**src/rtl/fsm_test_pkg.sv**
```systemverilog
// Shared types for the error-injection controller: FSM state encoding and result flag bit positions.
package fsm_test_pkg;

    typedef enum logic [2:0] {
        ST_IDLE   = 3'd0,
        ST_DELAY  = 3'd1,
        ST_INJECT = 3'd2,
        ST_WAIT   = 3'd3,
        ST_REPORT = 3'd4
    } state_e;

    localparam int unsigned FLAGS_W     = 4;
    localparam int unsigned FLG_DATA    = 0;
    localparam int unsigned FLG_STATE   = 1;
    localparam int unsigned FLG_TIMEOUT = 2;
    localparam int unsigned FLG_SPUR    = 3;

    localparam int unsigned RST_SYNC_W  = 2;

endpackage

```
**src/rtl/sat_counter.sv**
```systemverilog
// Up-counter with synchronous clear and enable that holds at all-ones instead of wrapping.
module sat_counter #(
    parameter int unsigned WIDTH = 16
) (
    input  logic             clk_i,
    input  logic             rst_ni,
    input  logic             clr_i,
    input  logic             en_i,
    output logic [WIDTH-1:0] cnt_o
);

    logic [WIDTH-1:0] r_cnt;

    always_ff @(posedge clk_i or negedge rst_ni) begin
        if (!rst_ni) begin
            r_cnt <= '0;
        end else if (clr_i) begin
            r_cnt <= '0;
        end else if (en_i && (r_cnt != '1)) begin
            r_cnt <= r_cnt + WIDTH'(1);
        end
    end

    assign cnt_o = r_cnt;

endmodule

```
**src/rtl/fsm_err_inject_ctrl.sv**
```systemverilog
// Runs one inject/measure campaign per accepted start: wait, pulse the lane's error-inject
// strobe, measure detection latency (or time out) and hold the result until it is taken.
module fsm_err_inject_ctrl
    import fsm_test_pkg::*;
#(
    parameter int unsigned CNT_W = 16,
    parameter int unsigned WID_W = 8
) (
    input  logic               clk_i,
    input  logic               rst_ni,
    input  logic               start_i,
    input  logic [CNT_W-1:0]   delay_i,
    input  logic [WID_W-1:0]   width_i,
    input  logic [CNT_W-1:0]   timeout_i,
    output logic               inj_err_o,
    input  logic               err_data_i,
    input  logic               err_state_i,
    output logic               busy_o,
    output logic               res_valid_o,
    input  logic               res_ready_i,
    output logic [CNT_W-1:0]   res_latency_o,
    output logic [FLAGS_W-1:0] res_flags_o
);

    state_e                  r_state;
    state_e                  w_state_nxt;
    logic [RST_SYNC_W-1:0]   r_rst_sync;
    logic                    w_armed;
    logic                    w_accept;
    logic                    w_err;

    logic [CNT_W-1:0]        r_delay;
    logic [WID_W-1:0]        r_width_m1;
    logic [CNT_W-1:0]        r_timeout;

    logic [CNT_W-1:0]        w_dly_cnt;
    logic [WID_W-1:0]        w_wid_cnt;
    logic [CNT_W-1:0]        w_lat_cnt;

    logic                    r_inj_err;
    logic                    r_busy;
    logic                    r_res_valid;
    logic [CNT_W-1:0]        r_res_latency;
    logic [FLAGS_W-1:0]      r_res_flags;
    logic [CNT_W-1:0]        w_res_latency_nxt;
    logic [FLAGS_W-1:0]      w_res_flags_nxt;

    // Reset release is retimed so a start right after release cannot race the FSM out of reset.
    always_ff @(posedge clk_i or negedge rst_ni) begin
        if (!rst_ni) begin
            r_rst_sync <= '0;
        end else begin
            r_rst_sync <= {r_rst_sync[RST_SYNC_W-2:0], 1'b1};
        end
    end

    assign w_armed  = r_rst_sync[RST_SYNC_W-1];
    assign w_err    = err_data_i | err_state_i;
    assign w_accept = (r_state == ST_IDLE) && start_i && w_armed;

    sat_counter #(.WIDTH(CNT_W)) u_dly_cnt (
        .clk_i  (clk_i),
        .rst_ni (rst_ni),
        .clr_i  (r_state != ST_DELAY),
        .en_i   (r_state == ST_DELAY),
        .cnt_o  (w_dly_cnt)
    );

    sat_counter #(.WIDTH(WID_W)) u_wid_cnt (
        .clk_i  (clk_i),
        .rst_ni (rst_ni),
        .clr_i  (r_state != ST_INJECT),
        .en_i   (r_state == ST_INJECT),
        .cnt_o  (w_wid_cnt)
    );

    // Latency is zero in the first strobe cycle because it is cleared on every cycle before it.
    sat_counter #(.WIDTH(CNT_W)) u_lat_cnt (
        .clk_i  (clk_i),
        .rst_ni (rst_ni),
        .clr_i  ((r_state != ST_INJECT) && (r_state != ST_WAIT)),
        .en_i   ((r_state == ST_INJECT) || (r_state == ST_WAIT)),
        .cnt_o  (w_lat_cnt)
    );

    always_ff @(posedge clk_i or negedge rst_ni) begin
        if (!rst_ni) begin
            r_delay    <= '0;
            r_width_m1 <= '0;
            r_timeout  <= '0;
        end else if (w_accept) begin
            r_delay    <= delay_i;
            r_width_m1 <= (width_i == '0) ? '0 : width_i - WID_W'(1);
            r_timeout  <= timeout_i;
        end
    end

    always_ff @(posedge clk_i or negedge rst_ni) begin
        if (!rst_ni) begin
            r_state <= ST_IDLE;
        end else begin
            r_state <= w_state_nxt;
        end
    end

    always_comb begin
        w_state_nxt       = r_state;
        w_res_latency_nxt = r_res_latency;
        w_res_flags_nxt   = r_res_flags;
        case (r_state)
            ST_IDLE: begin
                if (w_accept) begin
                    w_res_latency_nxt = '0;
                    w_res_flags_nxt   = '0;
                    w_state_nxt       = (delay_i == '0) ? ST_INJECT : ST_DELAY;
                end
            end
            ST_DELAY: begin
                if (w_err) begin
                    w_res_flags_nxt[FLG_SPUR] = 1'b1;
                end
                if (w_dly_cnt == r_delay - CNT_W'(1)) begin
                    w_state_nxt = ST_INJECT;
                end
            end
            ST_INJECT, ST_WAIT: begin
                if (w_err) begin
                    w_res_latency_nxt          = w_lat_cnt;
                    w_res_flags_nxt[FLG_DATA]  = err_data_i;
                    w_res_flags_nxt[FLG_STATE] = err_state_i;
                    w_state_nxt                = ST_REPORT;
                end else if (r_state == ST_INJECT) begin
                    if (w_wid_cnt == r_width_m1) begin
                        w_state_nxt = ST_WAIT;
                    end
                end else if ((r_timeout != '0) && (w_lat_cnt >= r_timeout)) begin
                    w_res_latency_nxt            = r_timeout;
                    w_res_flags_nxt[FLG_TIMEOUT] = 1'b1;
                    w_state_nxt                  = ST_REPORT;
                end
            end
            ST_REPORT: begin
                if (res_ready_i) begin
                    w_state_nxt = ST_IDLE;
                end
            end
            default: begin
                w_state_nxt = ST_IDLE;
            end
        endcase
    end

    // Outputs are decoded from the next state so each one comes straight from a flop.
    always_ff @(posedge clk_i or negedge rst_ni) begin
        if (!rst_ni) begin
            r_inj_err     <= 1'b0;
            r_busy        <= 1'b0;
            r_res_valid   <= 1'b0;
            r_res_latency <= '0;
            r_res_flags   <= '0;
        end else begin
            r_inj_err     <= (w_state_nxt == ST_INJECT);
            r_busy        <= (w_state_nxt != ST_IDLE);
            r_res_valid   <= (w_state_nxt == ST_REPORT);
            r_res_latency <= w_res_latency_nxt;
            r_res_flags   <= w_res_flags_nxt;
        end
    end

    assign inj_err_o     = r_inj_err;
    assign busy_o        = r_busy;
    assign res_valid_o   = r_res_valid;
    assign res_latency_o = r_res_latency;
    assign res_flags_o   = r_res_flags;

endmodule

```
**config.mk**
```make
export PLATFORM = sky130hd
export DESIGN_NAME = fsm_err_inject_ctrl
export DESIGN_NICKNAME = d
export VERILOG_FILES = /design/src/rtl/fsm_test_pkg.sv /design/src/rtl/sat_counter.sv /design/src/rtl/fsm_err_inject_ctrl.sv
export SDC_FILE = /design/constraint.sdc
export NUM_CORES = 1
export LEC_CHECK = 0
export ABC_AREA = 1
export ABC_CLOCK_PERIOD_IN_PS = 2000
export CAP_MARGIN = 30
export CORE_UTILIZATION = 30
export DETAILED_ROUTE_END_ITERATION = 10
export SLEW_MARGIN = 20
export SYNTH_ARGS = -nofsm -noshare
export SYNTH_HDL_FRONTEND = slang
export SYNTH_SLANG_ARGS = --single-unit
export TNS_END_PERCENT = 1
```
**constraint.sdc**
```tcl
create_clock -name clk_i -period 2 [get_ports clk_i]
set_clock_uncertainty 0.05 [all_clocks]
set_input_delay 0.4 -clock clk_i [delete_from_list [all_inputs] [get_ports clk_i]]
set_output_delay 0.4 -clock clk_i [all_outputs]
set_load 0.05 [all_outputs]
```
### Yosys cells after proc, flatten, opt, wreduce, memory -nomap -nowiden

Index checks and enable logic that the tools add are counted.

| word-level totals | value |
|---|---|
| flip-flop bits (word level) | 108 |
| input port bits | 46 |
| output and inout bits | 23 |
| logic and storage cells | 96 |

| cells by class | value |
|---|---|
| add/subtract/negate cells | 5 |
| order comparisons | 1 |
| eq/ne operators | 22 |
| multiplexer cells | 29 |
| bitwise gates (word level) | 1 |
| reductions and logical operators | 23 |

Operators with widths:

| kind | count |
|---|---|
| 16-bit two-way mux | 8 |
| 16-bit by 1-bit adder with 16-bit output, second input constant | 2 |
| 16-bit != test, second input constant | 2 |
| 16-bit case mux with 2 select lines | 1 |
| 8-bit two-way mux | 3 |
| 3-bit two-way mux | 7 |
| 16-bit equality test | 1 |
| 16-bit greater-or-equal comparator | 1 |
| 16-bit zero test | 1 |
| 16-bit nonzero test | 1 |
| 16-bit by 1-bit subtractor with 16-bit output, second input constant | 1 |
| 2-bit != test, second input constant | 6 |
| 3-bit case mux with 4 select lines | 1 |
| 2-bit nonzero test | 5 |
| 3-bit by 2-bit equality test with 1-bit output, second input constant | 3 |
| 8-bit by 1-bit adder with 8-bit output, second input constant | 1 |
| 8-bit equality test | 1 |
| 8-bit zero test | 1 |
| 8-bit != test, second input constant | 1 |
| 8-bit by 1-bit subtractor with 8-bit output, second input constant | 1 |
| 1-bit logical AND | 7 |
| 3-bit equality test, second input constant | 2 |
| 3-bit by 2-bit != test with 1-bit output, second input constant | 2 |
| 3-bit != test, second input constant | 2 |
| 15 further kinds | 20 |

### Depth between registers and ports, before layout

Gate-level depths: netlist of run 1.

| depth | value |
|---|---|
| depth after elaboration | 7 |
| depth in mapped cells | 18 |
| gate-level depth less buffers | 18 |

### Cells and area by module

Synthesis of run 1 repeated with hierarchy kept, for this count alone.

| second synthesis, totals | value |
|---|---|
| cell total of the unflattened synthesis | 890 |
| area total of the unflattened synthesis | 6,685.2 µm² |

Modules (own cells, without submodules):

| module | times used | cells an instance | area an instance (µm²) | sequential area each (µm²) |
|---|---|---|---|---|
| fsm_err_inject_ctrl | 1 | 528 | 4,098.9 | 1,701.6 |
| sat_counter at u_dly_cnt ... | 2 | 144 | 1,037.2 | 400.4 |
| sat_counter at u_wid_cnt | 1 | 74 | 511.7 | 200.2 |

### Worst setup path before layout of run 1

OpenSTA, ideal clock, no wires.

| path | value |
|---|---|
| path kind | register to register |
| start | register u_lat_cnt.r_cnt[13], in the netlist u_lat_cnt.cnt_o[13] |
| end | register r_res_latency[10], in the netlist res_latency_o[10] |
| arrival | 1,715 ps |
| data required time | 1,820 ps |
| path slack | 105 ps |
| stages on the path, launching flop included | 13 |
| buffers on the path | 1 |
| period minus slack after synthesis | 1,895 ps |
| cells stage by stage | dfrtp_1 > ha_1 > nand2_1 > inv_1 > o21bai_1 > nand2_1 > a21oi_1 > nand3_1 > nand2_1 > nand2_1 > o21ai_2 > clkbuf_1 > o21ai_0 |

| between the ends | value |
|---|---|
| word-level cells in the longest chain between the ends | 4 |

Ends and longest elaborated chain:

| item | RTL line | source |
|---|---|---|
| from (decl) | sat_counter.sv:12 | `logic [WIDTH-1:0] r_cnt;` |
| from (signal assigned) | sat_counter.sv:20 | `r_cnt <= r_cnt + WIDTH'(1);` |
| 16-bit greater-or-equal comparator | fsm_err_inject_ctrl.sv:136 | `end else if ((r_timeout != '0) && (w_lat_cnt >= r_timeout)) begin` |
| 1-bit logical AND | fsm_err_inject_ctrl.sv:136 |  |
| 3-bit != test (no source line) | n/a |  |
| 4-bit AND reduction (no source line) | n/a |  |
| to (signal assigned) | fsm_err_inject_ctrl.sv:165 | `r_res_latency <= w_res_latency_nxt;` |
| to (decl) | fsm_err_inject_ctrl.sv:43 | `logic [CNT_W-1:0] r_res_latency;` |

No other way between the ends.
A chain may end at the register's enable or synchronous reset.

### Final worst setup path of run 1

| path | value |
|---|---|
| start | register r_timeout[6] |
| end | register r_res_latency[2], in the netlist res_latency_o[2] |

| between the ends | value |
|---|---|
| word-level cells in the longest chain between the ends | 4 |

Ends and longest elaborated chain:

| item | RTL line | source |
|---|---|---|
| from (decl) | fsm_err_inject_ctrl.sv:34 | `logic [CNT_W-1:0] r_timeout;` |
| from (signal assigned) | fsm_err_inject_ctrl.sv:94 | `r_timeout <= timeout_i;` |
| 16-bit greater-or-equal comparator / 16-bit nonzero test (equally long branches) | fsm_err_inject_ctrl.sv:136 |  |
| 1-bit logical AND * | fsm_err_inject_ctrl.sv:136 |  |
| 3-bit != test (no source line) * | n/a |  |
| 4-bit AND reduction (no source line) * | n/a |  |

Every way passes the cells marked *; elsewhere a longest branch is shown, timed or not.

==> results.txt, run 1 <==
- Synthesized cell area: 0.00639 mm2
- Setup violations remaining at the end of the flow were counted as 9.
- Via Count: 6033
* Setup total negative slack: -0.102 ns
* # nets final: 1075
* Total overflow reported by the global router: 0
- Remaining antenna violation count: 0
- Clock latency on the worst-skew pair: 0.36 ns
- Total power consumption of the routed design: 0.00870 W
* Input/output buffers: 68
- Instance area at placement: 0.00803 mm2
- VDD IR max: 0.000453 V
- Static leakage power: 4.21 nW
- For this run, the number of Yosys warnings is 0.
- Worst min-delay path category: flip-flop to flip-flop
- Result of the run: complete, but fails checks
* Drt initial violations: 357
- Number of flip-flops and latches in the synthesized netlist: 108
- Diode insertion count for antenna repair: 0
- The clock tree synthesis step divided the H-tree into 3 levels.
* Nature of the critical path endpoint: flip-flop
- Final standard cell area without fillers: 0.00866 mm2
* Unrepaired setup endpoints after global routing: true
* Kind of start point of the critical path: flip-flop
* Clock tree from TritonCTS: built
* Clock transition at path regs: 0.08 ns
* Min-Delay Startpoint: r_rst_sync[0]
- Maximum buffer depth of the clock tree: 2
- End of the worst register-to-register path: res_latency_o[2]
- Clk Tree Root Cell: sky130_fd_sc_hd__clkbuf_16
* GRT Total Usage: 16.5%
* Filler Cells Inserted: 2154
- Synth unique cells: 48
* Overall die width: 148 um
- The critical path goes through inv_1 -> ha_1 -> nand2_2 -> nor2_1 -> nor2_1 -> nand2_2 -> nand2_1 -> nand3_2 -> nand2_4 -> nand2_4 -> o21ai_4 -> clkbuf_16 -> nand2_2 -> o21ai_1.
* Violations in the final reports: setup timing
- Post-DP HPWL: 13100 um
* Hold Worst Slack: 0.306 ns
- Fraction of the yosys area taken by sequential cells: 42.3%
- Count of standard-cell rows: 53
- Of all nets on the critical path, the largest fanout is 8.
- Top cell family by delay on the critical path: simple AND/OR/NAND/NOR gates
- The routed design has 17300 um of wire.
- Commonest non-fill, non-tap cell in the layout: sky130_fd_sc_hd__nand2_1
- Minimum clock period after layout: 2.02 ns
* Buf/Inv on CP: 2
* Max-cap violation count: 0
- Crit path max-delay cell type: sky130_fd_sc_hd__dfrtp_1
- The number of global-route vias before repair was 5822.
* Die Area: 0.0219 mm2
* Mapped Cells: 848
- Reg-to-reg critical path startpoint: r_timeout[6]
- Along the worst hold path, the cell count comes to 0.
- Using the TritonRoute via totals, the vias-per-cell ratio works out to 4.68.
- The initial antenna violation count was 0.
* CTS Buf Count: 9
- The path with the worst hold slack has its endpoint at r_rst_sync[1].
- Crit Path Class: flip-flop to flip-flop
- Critical path data required time: 2.24 ns
- Worst stage delay on the critical path: 0.35 ns
* WL/cell: 13.5 um
- Die height: 148 um
- Worst path most repeated cell: sky130_fd_sc_hd__nand2_2
- After detailed routing, the number of remaining DRC violations is 0.
- Yosys mapped a number of flops with a built-in enable equal to 0.
* Share of the core filled with cells in the final layout: 41.3%
* Area of the core: 0.0210 mm2
* Proportion of layout cells with a drive suffix above 1: 19.0%
- For this configuration, the core starts out at a cell density of 30.5%.
* RePlAce Congestion: 0.819
- The number of cells on the worst reg-to-reg path is 14.
* Fin. Hold Viols: 0
- CTS Sinks: 108
- The first TritonRoute pass finished after 5 iterations.
- Entering global routing, the biggest net connects 49 pins.
* Number of max-slew violations in the final report: 0
* Measured slew at the worst slew-check pin: 0.515 ns
- Register-to-Register Setup Slack: -0.02 ns
* Top FF cell, synth: sky130_fd_sc_hd__dfrtp_1
* Share of the cycle needed by the critical path after routing: 101%
* Highest-count cells in the layout ignoring fill and taps: 213 x sky130_fd_sc_hd__nand2_1, 113 x sky130_fd_sc_hd__inv_1, 108 x sky130_fd_sc_hd__dfrtp_1
* Highest clock frequency the design can meet: 0.495 GHz
- The area growth from synthesis to layout is 35.5%.
- Counting flops with an async set or reset pin after synthesis yields a share of 100%.
- Worst rel slew slack: 65.6%
* Wire length of the first global-routing pass: 28500 um
- Syn_nets: 915
* Arrival time worst endpoint: 2.26 ns
* Avg Cell Area, Syn: 7.53 um2
* Total power divided by cell area: 1010 mW/mm2
* Final worst setup slack: -0.0206 ns
- Count of boundary I/O pins: 69
## layer usage
metal  routed length [um]  GRT usage (%)  vias to the layer above
met4                  215           5.46                        0
li1                     -              -                     3113
met2                 8260           27.7                       87
met5                    0              0                        -
met1                 8410           22.0                     2821
met3                  456           1.76                       12
## metrics by stage
stage / std cells / setup WS [ns]
global placement: 1261 / -0.106
finish: 1288 / -0.0206
CTS: 1279 / 0.00100
detailed placement: 1261 / -0.160
floorplan: 848 / 0.105
global route: 1288 / -0.152
## power by group
group          switching (W)  leakage [nW]  internal [W]
clock               0.000894         0.143      0.000991
combinational        0.00208          2.67       0.00163
sequential          0.000430          1.40       0.00268
total                0.00341          4.21       0.00530
## synthesized netlist by cell type, types with 3 or more instances
cell type | count | area (um2)
sky130_fd_sc_hd__nand2_2 | 7 | 43.8
sky130_fd_sc_hd__or2_2 | 3 | 18.8
sky130_fd_sc_hd__nor3_2 | 3 | 30.0
sky130_fd_sc_hd__inv_2 | 3 | 11.3
sky130_fd_sc_hd__inv_1 | 118 | 443
sky130_fd_sc_hd__dfrtp_1 | 108 | 2700
sky130_fd_sc_hd__nand3_1 | 50 | 250
sky130_fd_sc_hd__nor3_1 | 10 | 50.1
sky130_fd_sc_hd__nor2_1 | 68 | 255
sky130_fd_sc_hd__nor4_1 | 5 | 31.3
sky130_fd_sc_hd__ha_1 | 21 | 263
sky130_fd_sc_hd__nand4_1 | 18 | 113
sky130_fd_sc_hd__xnor2_1 | 9 | 78.8
sky130_fd_sc_hd__a211oi_1 | 4 | 30.0
sky130_fd_sc_hd__a21oi_1 | 20 | 100
sky130_fd_sc_hd__a22oi_1 | 17 | 128
sky130_fd_sc_hd__clkbuf_1 | 9 | 33.8
sky130_fd_sc_hd__nand2_1 | 224 | 841
sky130_fd_sc_hd__nor2_2 | 3 | 18.8
sky130_fd_sc_hd__o21ai_1 | 3 | 15.0
sky130_fd_sc_hd__a31oi_1 | 9 | 56.3
sky130_fd_sc_hd__nand3_2 | 3 | 30.0
sky130_fd_sc_hd__buf_2 | 5 | 25.0
sky130_fd_sc_hd__o22ai_1 | 10 | 62.6
sky130_fd_sc_hd__nor2_4 | 4 | 45.0
sky130_fd_sc_hd__o21ai_0 | 75 | 375
sky130_fd_sc_hd__xor2_1 | 11 | 96.3
## worst register-to-register path: stages (launching register included)
cell                        delay [ns]
sky130_fd_sc_hd__dfrtp_1          0.35
sky130_fd_sc_hd__inv_1            0.06
sky130_fd_sc_hd__ha_1             0.30
sky130_fd_sc_hd__nand2_2          0.10
sky130_fd_sc_hd__nor2_1           0.05
sky130_fd_sc_hd__nor2_1           0.15
sky130_fd_sc_hd__nand2_2          0.08
sky130_fd_sc_hd__nand2_1          0.08
sky130_fd_sc_hd__nand3_2          0.08
sky130_fd_sc_hd__nand2_4          0.11
sky130_fd_sc_hd__nand2_4          0.06
sky130_fd_sc_hd__o21ai_4          0.14
sky130_fd_sc_hd__clkbuf_16        0.24
sky130_fd_sc_hd__nand2_2          0.04
sky130_fd_sc_hd__o21ai_1          0.07
## logic make-up (layout without fill, tap and decap cells)
| group | count (synthesis) | count (layout) | synth area share [%] |
|---|---|---|---|
| and+or+nand+nor | 409 | 409 | 28.7 |
| adders and majority gates | 21 | 21 | 4.11 |
| other | 1 | 1 | 0.0587 |
| xor gates and xnor gates | 20 | 20 | 2.74 |
| buffers and inverters | 138 | 303 | 8.34 |
| AOI/OAI and AO/OA | 151 | 151 | 13.7 |
| DFF | 108 | 108 | 42.3 |
## what timing repair did
item	in CTS	in global routing
hold buffers	1	0
hold endpoints to repair	26	0
endpoints found under the setup margin	24	37
buffers inserted	1	6
cloned	0	3
pin swaps	4	8
resized for setup	19	50
## state kept, by name, indices dropped and copies added, names as in the netlist
register and cells:
r_timeout 16, u_dly_cnt.cnt_o 16, r_state 3, res_valid_o 1, r_delay 16, res_latency_o 16
u_lat_cnt.cnt_o 16, r_width_m1 8, res_flags_o 4, r_rst_sync 2, u_wid_cnt.cnt_o 8, inj_err_o 1
busy_o 1
## worst max-delay path by stage
stage / startpoint / slack, ns / depth (start not counted) / endpoint
after floorplan: u_lat_cnt.cnt_o[13] / 0.11 / 12 / res_latency_o[10]
after global placement: start_i / -0.11 / 10 / busy_o
after detailed placement: start_i / -0.16 / 10 / busy_o
after CTS: res_latency_o[5] / 0.001 / 1 / res_latency_o[5]
after global routing: u_lat_cnt.cnt_o[1] / -0.15 / 15 / res_latency_o[4]
final: r_timeout[6] / -0.02 / 14 / res_latency_o[2]
## area by class of cell
type / count / area, um2 / area share (%)
well taps: 275 / 344 / 3.97
clock buffers: 9 / 225 / 2.60
flip-flops and latches: 108 / 2700 / 31.2
repair buffers: 166 / 1520 / 17.5
multi-input cells: 602 / 3340 / 38.5
inverters: 121 / 454 / 5.25
clock inverters: 7 / 80.1 / 0.925
No activity file was read; power rests on OpenSTA's default activity.
==> inputs of run 2 (changes only) <==
--- a/config.mk
+++ b/config.mk
@@ -8,6 +8,7 @@
 export ABC_AREA = 1
 export ABC_CLOCK_PERIOD_IN_PS = 2000
 export CAP_MARGIN = 30
+export CORE_MARGIN = 2
 export CORE_UTILIZATION = 30
 export DETAILED_ROUTE_END_ITERATION = 10
 export SLEW_MARGIN = 20
==> run 2 against run 1 <==
Effect of this change: the run still ends with setup timing left; critical endpoint is now res_latency_o[3]; clock power increased by 6%; register-to-register slack got worse by 0.03 ns; highest routed layer unchanged; power increased by 0.46%; non-clock buffer count increased by 2; core utilization increased by 0.078 points; hold slack got worse by 0.0071 ns; largest cell class unchanged; first-iteration DRC count decreased by 9.2%; clock-buffer cell count increased by 1; worst setup slack got worse by 0.032 ns; die area increased by 2.7%; largest power group unchanged.
==> results.txt, run 2 (synthesis results as in run 1) <==
- The detailed-placement wirelength estimate came to 13400 um (+1.8%).
- Hold Worst Slack: 0.299 ns (-0.00707 ns)
- Register-to-Register Setup Slack: -0.05 ns (-0.03 ns)
- The area growth from synthesis to layout is 35.8%.
- The critical path is of the flip-flop to flip-flop type.
- The die extent in x was 150 um (+1.4%).
- The wire length reported by the detailed router was 17600 um (+1.5%).
* Number of max-slew violations in the final report: 0 (unchanged)
- Pin count of the biggest net entering global routing: 45 (-8.2%)
* Share of the cycle needed by the critical path after routing: 103% (+1.6 points)
- The total inserted antenna cells is 0 (unchanged).
- The transition at the pin with the smallest max-transition slack came to 0.524 ns (+0.00904 ns).
- The total power was 0.00874 W (+0.46%).
- Remaining antenna violation count: 0 (unchanged)
- The combined global-route utilization of all metal layers came to 15.8% (-0.66 points).
- CTS Sinks: 108 (unchanged)
- Vias in the first global route: 5842 (+0.34%)
- Setup repair after global routing could not meet its margin everywhere.
- WL/cell: 13.6 um (+1.3%)
* Via Count: 6083 (+0.83%)
- # nets final: 1077 (+0.19%)
- The worst slew margin relative to its limit is 65.0% (-0.60 points).
- The floorplan die height came to 150 um (+1.4%).
- Final worst setup slack: -0.0528 ns (-0.0322 ns)
* Count of boundary I/O pins: 69 (unchanged)
- RePlAce Congestion: 0.869 (+6.0%)
- The count of standard-cell rows is 53 (unchanged).
- Minimum clock period after layout: 2.05 ns (+0.0322 ns)
- Area taken by flip-flops and latches: 0.00270 mm2 (unchanged)
* Total power divided by cell area: 1010 mW/mm2 (+0.27%)
- The worst hold path belongs to the class flip-flop to flip-flop.
- The clock latency at the later pin of the worst-skew pair was 0.36 ns (about the same).
- Following the worst setup path forward leads to its endpoint at res_latency_o[3].
- End of the worst register-to-register path: res_latency_o[3]
- The number of I/O port buffers was 68 (unchanged).
- Highest clock frequency the design can meet: 0.487 GHz (-1.6%)
- Violations in the final reports: setup timing
- Highest-count cells in the layout ignoring fill and taps: 218 x sky130_fd_sc_hd__nand2_1, 115 x sky130_fd_sc_hd__inv_1, 108 x sky130_fd_sc_hd__dfrtp_1
- Total setup violations reported at the end of the flow: 15 (+6)
* Area of the core: 0.0210 mm2 (unchanged)
- Filler Cells Inserted: 2139 (-0.70%)
* Initial antenna violation count: 0 (unchanged)
- The fraction of layout instances using a drive strength above 1 came to 18.7% (-0.23 points).
- Depth of the CTS H-tree: 3 (unchanged)
- The CTS buffer count was 9 (unchanged).
* DRC violation count after routing: 0 (unchanged)
* Total overflow reported by the global router: 0 (unchanged)
* Die Area: 0.0225 mm2 (+2.7%)
- The worst register-to-register path begins at r_timeout[7].
* Static leakage power: 4.35 nW (+3.1%)
* Kind of start point of the critical path: flip-flop
- The clock-pin slew reported for the worst setup and hold paths after clock tree synthesis came to 0.07 ns (about the same).
- TritonCTS built the clock tree.
- Effective utilization at floorplan: 30.5% (unchanged)
- The detailed router's first-iteration violation count was 324 (-9.2%).
* Max-cap violation count: 0 (unchanged)
- The tree is rooted in a sky130_fd_sc_hd__clkbuf_16.
- CP Launch Point: r_timeout[7]
- STA classifies the critical path endpoint as a flip-flop.
- The area occupied by multi-input gates is 0.00332 mm2 (-0.41%).
- The first-pass detailed-route iteration total was 5 (unchanged).
- The path depth of the worst reg2reg path was 12 (-2).
- Vias per Instance: 4.72 (+0.67%)
- In this run the most critical hold path is launched from r_rst_sync[0].
- Result of the run: complete, but fails checks
- The highest fanout seen on the critical path is 8 (unchanged).
- The worst supply voltage drop on vdd came to 0.000410 V (-9.6%).
- The data required time at the worst endpoint is 2.19 ns (-0.05 ns).
- Leaving out fill and tap cells, the most frequent cell in the layout is sky130_fd_sc_hd__nand2_1.
- Maximum buffer depth of the clock tree: 2 (unchanged)
- Fin. Hold Viols: 0 (unchanged)
- The global-route wire length before repair came to 28300 um (-0.78%).
- The arrival time of the worst setup path was 2.24 ns (-0.02 ns).
## run 2: cell types whose count changed in the layout (fill, tap and decap cells not counted), moves of 4 or more
| cell | change |
|---|---|
| sky130_fd_sc_hd__dlymetal6s2s_1 | +4 |
| sky130_fd_sc_hd__inv_6 | -4 |
| sky130_fd_sc_hd__nor2_2 | +5 |
| sky130_fd_sc_hd__nor2_1 | -5 |
| sky130_fd_sc_hd__clkdlybuf4s50_1 | -4 |
| sky130_fd_sc_hd__nand2_1 | +5 |
| sky130_fd_sc_hd__ha_1 | +4 |
## run 2: critical path, stage by stage (launching register included)
cell and delay [ns]:
sky130_fd_sc_hd__dfrtp_1 0.38, sky130_fd_sc_hd__inv_1 0.12, sky130_fd_sc_hd__ha_4 0.22, sky130_fd_sc_hd__a21o_1 0.18
sky130_fd_sc_hd__nor2_2 0.12, sky130_fd_sc_hd__nand2_1 0.08, sky130_fd_sc_hd__nand2_1 0.08, sky130_fd_sc_hd__nand3_2 0.07
sky130_fd_sc_hd__nand2_2 0.11, sky130_fd_sc_hd__nand2_2 0.07, sky130_fd_sc_hd__o21ai_4 0.14, sky130_fd_sc_hd__clkbuf_16 0.23
sky130_fd_sc_hd__o21ai_0 0.07
## run 2: layer usage
layer  GRT usage (%)  routed length [um]  vias to the layer above
met5               0                   0                        -
met4            5.24                 308                        0
met3            2.59                 575                       24
met2            25.3                8080                      100
met1            21.7                8640                     2850
li1                -                   -                     3109
## run 2: worst min path at each step
stage	slack, ns	end	cells past startpoint
after floorplan	0.05	busy_o	0
after global placement	0.28	r_rst_sync[1]	0
after detailed placement	0.28	r_rst_sync[1]	0
after CTS	0.30	r_rst_sync[1]	0
after global routing	0.31	r_rst_sync[1]	0
final	0.30	r_rst_sync[1]	0
## run 2: timing repair
item / 4_1_cts / 5_1_grt
hold buffers: 1 / 0
resized for setup: 14 / 56
setup buffers: 0 / 7
endpoints found under the setup margin: 27 / 40
cloned: 0 / 3
hold endpoints to repair: 24 / 0
pin swaps: 1 / 8
## run 2: per-stage QoR
step                worst slack [ns]  utilization, %  area (um2)  instances  setup TNS [ns]
CTS                          0.00110            40.0        8370       1280               0
detailed placement            -0.130            38.3        8020       1263           -1.94
finish                       -0.0528            41.4        8670       1290          -0.339
global route                  -0.162            41.4        8670       1290           -2.81
global placement              -0.105            38.3        8020       1263          -0.900
floorplan                      0.105               -        6390        848               0
## run 2: layout make-up
class / instances / share of cell area (%)
sequential: 108 / 31.2
clock inverter: 6 / 1.10
tap: 275 / 3.97
inverter: 121 / 5.24
multi-input combinational: 602 / 38.3
clock buffer: 10 / 2.75
timing repair buffer: 168 / 17.5
## run 2: where the power goes
group | internal (W) | total, W | leakage, nW | switching (W)
logic | 0.00157 | 0.00364 | 2.79 | 0.00206
clock network | 0.00114 | 0.00200 | 0.157 | 0.000861
registers | 0.00268 | 0.00310 | 1.40 | 0.000427
total | 0.00539 | 0.00874 | 4.35 | 0.00335
==> inputs of run 3 (changes only) <==
==> constraint.sdc (replaced) <==
create_clock -name clk_i -period 2 [get_ports clk_i]
set_clock_uncertainty 0.05 [all_clocks]
set_input_delay 0.4 -clock clk_i [delete_from_list [all_inputs] [get_ports clk_i]]
set_output_delay 0.4 -clock clk_i [all_outputs]
set_load 0.01 [all_outputs]
==> run 3 against run 2 <==
Effect of this change: core utilization rose by 0.072 points; highest routed layer unchanged; via count rose by 0.23%; critical path depth rose by 1; first-iteration DRC count rose by 13%; power fell by 3.3%; non-clock buffer count fell by 3; cell area rose by 0.17%; the flow still finishes with violations (setup timing); largest power group unchanged.
==> results.txt, run 3 (synthesis results as in run 1) <==
* Wire length of the first global-routing pass: 28600 um (+1.1%)
- Final standard cell area without fillers: 0.00869 mm2 (+0.17%)
- The placeable core area came to 0.0210 mm2 (unchanged).
- End of the worst register-to-register path: res_latency_o[2]
* Pin count of the biggest net entering global routing: 52 (+16%)
* Vias per Instance: 4.74 (+0.46%)
- Setup total negative slack: -0.352 ns (-0.0130 ns)
- The CTS H-tree depth was 3 (unchanged).
- Filler Cells Inserted: 2149 (+0.47%)
- Worst setup path end: res_latency_o[2]
- The critical path is of the flip-flop to flip-flop type.
* Via Count: 6097 (+0.23%)
* CTS Sinks: 108 (unchanged)
- RePlAce Congestion: 0.868 (-0.10%)
- The number of global-route vias before repair was 5771 (-1.2%).
- The max-capacitance violation count came to 0 (unchanged).
- Remaining antenna violation count: 0 (unchanged)
* # nets final: 1074 (-0.28%)
* Register-to-Register Setup Slack: -0.04 ns (about the same)
* Critical path data required time: 2.24 ns (+0.05 ns)
- Input/output buffers: 68 (unchanged)
- Nature of the critical path endpoint: flip-flop
* Highest-count cells in the layout ignoring fill and taps: 209 x sky130_fd_sc_hd__nand2_1, 112 x sky130_fd_sc_hd__inv_1, 107 x sky130_fd_sc_hd__dfrtp_1
* Die height: 150 um (unchanged)
- The CTS buffer count came to 9 (unchanged).
- The number of ports placed on the die boundary came to 69 (unchanged).
- The routed length on met3 is 542 um (-5.7%).
- The path depth of the worst reg2reg path is 13 (+1).
- WL/cell: 13.7 um (+0.13%)
- The first-pass detailed-route iteration total was 8 (+3).
- Diode insertion count for antenna repair: 0 (unchanged)
- The die extent in x came to 150 um (unchanged).
- The detailed-placement wirelength estimate is 13300 um (-0.37%).
- Growth of design area from synthesis to finish: 36.0%
- The power per unit of standard cell area came to 973 mW/mm2 (-3.5%).
- DRC violation count after routing: 0 (unchanged)
* Instance area at placement: 0.00803 mm2 (about the same)
- Static leakage power: 4.10 nW (-5.6%)
- Fin. Hold Viols: 0 (unchanged)
* Clock tree from TritonCTS: built
- Tracing the worst setup path back leads to its startpoint at u_lat_cnt.cnt_o[7].
- The detailed router's first-iteration violation count was 365 (+13%).
* Count of standard-cell rows: 53 (unchanged)
- The combined global-route utilization of all metal layers came to 16.0% (+0.21 points).
* Clock latency on the worst-skew pair: 0.36 ns (about the same)
* Clk Tree Root Cell: sky130_fd_sc_hd__clkbuf_16
- Highest clock frequency the design can meet: 0.490 GHz (+0.50%)
* Effective utilization at floorplan: 30.5% (unchanged)
* Minimum clock period after layout: 2.04 ns (-0.0102 ns)
* Proportion of layout cells with a drive suffix above 1: 19.3% (+0.55 points)
- The sequential cell area in the final layout came to 0.00270 mm2 (about the same).
- Met2 WL post-DR: 8240 um (+2.0%)
- Biggest fanout along the worst timing path: 8 (unchanged)
* Post-Layout Cell Count: 1287 (-0.23%)
- The smallest hold slack came to 0.299 ns (-0.000124 ns).
- Total setup violations reported at the end of the flow: 13 (-2)
* Clock transition at path regs: 0.08 ns (about the same)
- The initial antenna violation count is 0 (unchanged).
* Top layer reached by signal wires: met4
- The area of the die is 0.0225 mm2 (unchanged).
- Total overflow reported by the global router: 0 (unchanged)
* Unrepaired setup endpoints after global routing: true
* Multi-input logic area: 0.00339 mm2 (+2.1%)
* Arrival time worst endpoint: 2.28 ns (+0.04 ns)
* Post-placement cell count: 1260 (-0.24%)
- Worst min-delay path category: flip-flop to flip-flop
- Commonest non-fill, non-tap cell in the layout: sky130_fd_sc_hd__nand2_1
- The number of slew-limit violations in the final report came to 0 (unchanged).
- The worst supply voltage drop on vdd was 0.000376 V (-8.3%).
- The clock tree buffer depth is 2 (unchanged).
- The utilization after layout is 41.5% (+0.072 points).
- Reg-to-reg critical path startpoint: u_lat_cnt.cnt_o[7]
- Kind of start point of the critical path: flip-flop
* Detailed-route wire length on metal 1: 8500 um (-1.6%)
- The final reports fail on setup timing.
* Result of the run: complete, but fails checks
- The worst setup slack after layout came to -0.0426 ns (+0.0102 ns).
* Share of the cycle needed by the critical path after routing: 102% (-0.51 points)
- The wire length reported by the detailed router came to 17600 um (-0.10%).
==> run 3: worst min path at each step <==
stage | end | slack (ns) | start | cells after the start
final | r_rst_sync[1] | 0.30 | r_rst_sync[0] | 0
after floorplan | busy_o | 0.05 | rst_ni | 0
after global routing | r_rst_sync[1] | 0.32 | r_rst_sync[0] | 0
after detailed placement | r_rst_sync[1] | 0.29 | r_rst_sync[0] | 0
after global placement | r_rst_sync[1] | 0.28 | r_rst_sync[0] | 0
after CTS | r_rst_sync[1] | 0.30 | r_rst_sync[0] | 0
==> run 3: layer usage <==
layer | up-vias | track usage, %
li1 | 3109 | -
met1 | 2848 | 21.8
met2 | 117 | 26.2
met3 | 23 | 2.65
met4 | 0 | 4.58
met5 | - | 0
==> run 3: where the power goes <==
| part | total, W | internal (W) | switching [W] |
|---|---|---|---|
| Combinational | 0.00362 | 0.00164 | 0.00199 |
| Clock | 0.00173 | 0.000860 | 0.000867 |
| Sequential | 0.00310 | 0.00268 | 0.000428 |
| Total | 0.00845 | 0.00517 | 0.00328 |
==> run 3: layout make-up <==
cell class / count / share of cell area, %
clock buffer: 10 / 2.63
tap: 275 / 3.96
sequential: 108 / 31.1
timing repair buffer: 165 / 17.5
multi-input combinational: 602 / 39.0
clock inverter: 6 / 0.562
inverter: 121 / 5.23
==> run 3: worst max-delay path, stage by stage (launching register included) <==
cell and delay, ns:
sky130_fd_sc_hd__dfrtp_1 0.39, sky130_fd_sc_hd__ha_1 0.33, sky130_fd_sc_hd__nand2_2 0.11, sky130_fd_sc_hd__nor2_2 0.05, sky130_fd_sc_hd__nor2_2 0.11, sky130_fd_sc_hd__nand2_1 0.08
sky130_fd_sc_hd__nand2_1 0.07, sky130_fd_sc_hd__nand3_2 0.09, sky130_fd_sc_hd__nand2_4 0.11, sky130_fd_sc_hd__nand2_4 0.06, sky130_fd_sc_hd__o21ai_4 0.16, sky130_fd_sc_hd__clkbuf_16 0.24
sky130_fd_sc_hd__nand2_1 0.05, sky130_fd_sc_hd__o21ai_1 0.06
==> run 3: repair_timing <==
action / in CTS / in global routing
setup endpoints to repair: 20 / 30
endpoints found under the hold margin: 26 / 0
resized for setup: 42 / 38
gates cloned: 3 / 0
pin swaps: 12 / 17
buffers inserted: 2 / 6
hold buffers: 1 / 0
==> run 3: through the flow <==
stage	setup WS, ns	total power [W]
2_1_floorplan	0.105	0.00514
4_1_cts	-0.0246	0.00835
5_1_grt	-0.169	0.00914
3_3_place_gp	-0.126	0.00641
6_report	-0.0426	0.00845
3_5_place_dp	-0.125	0.00646
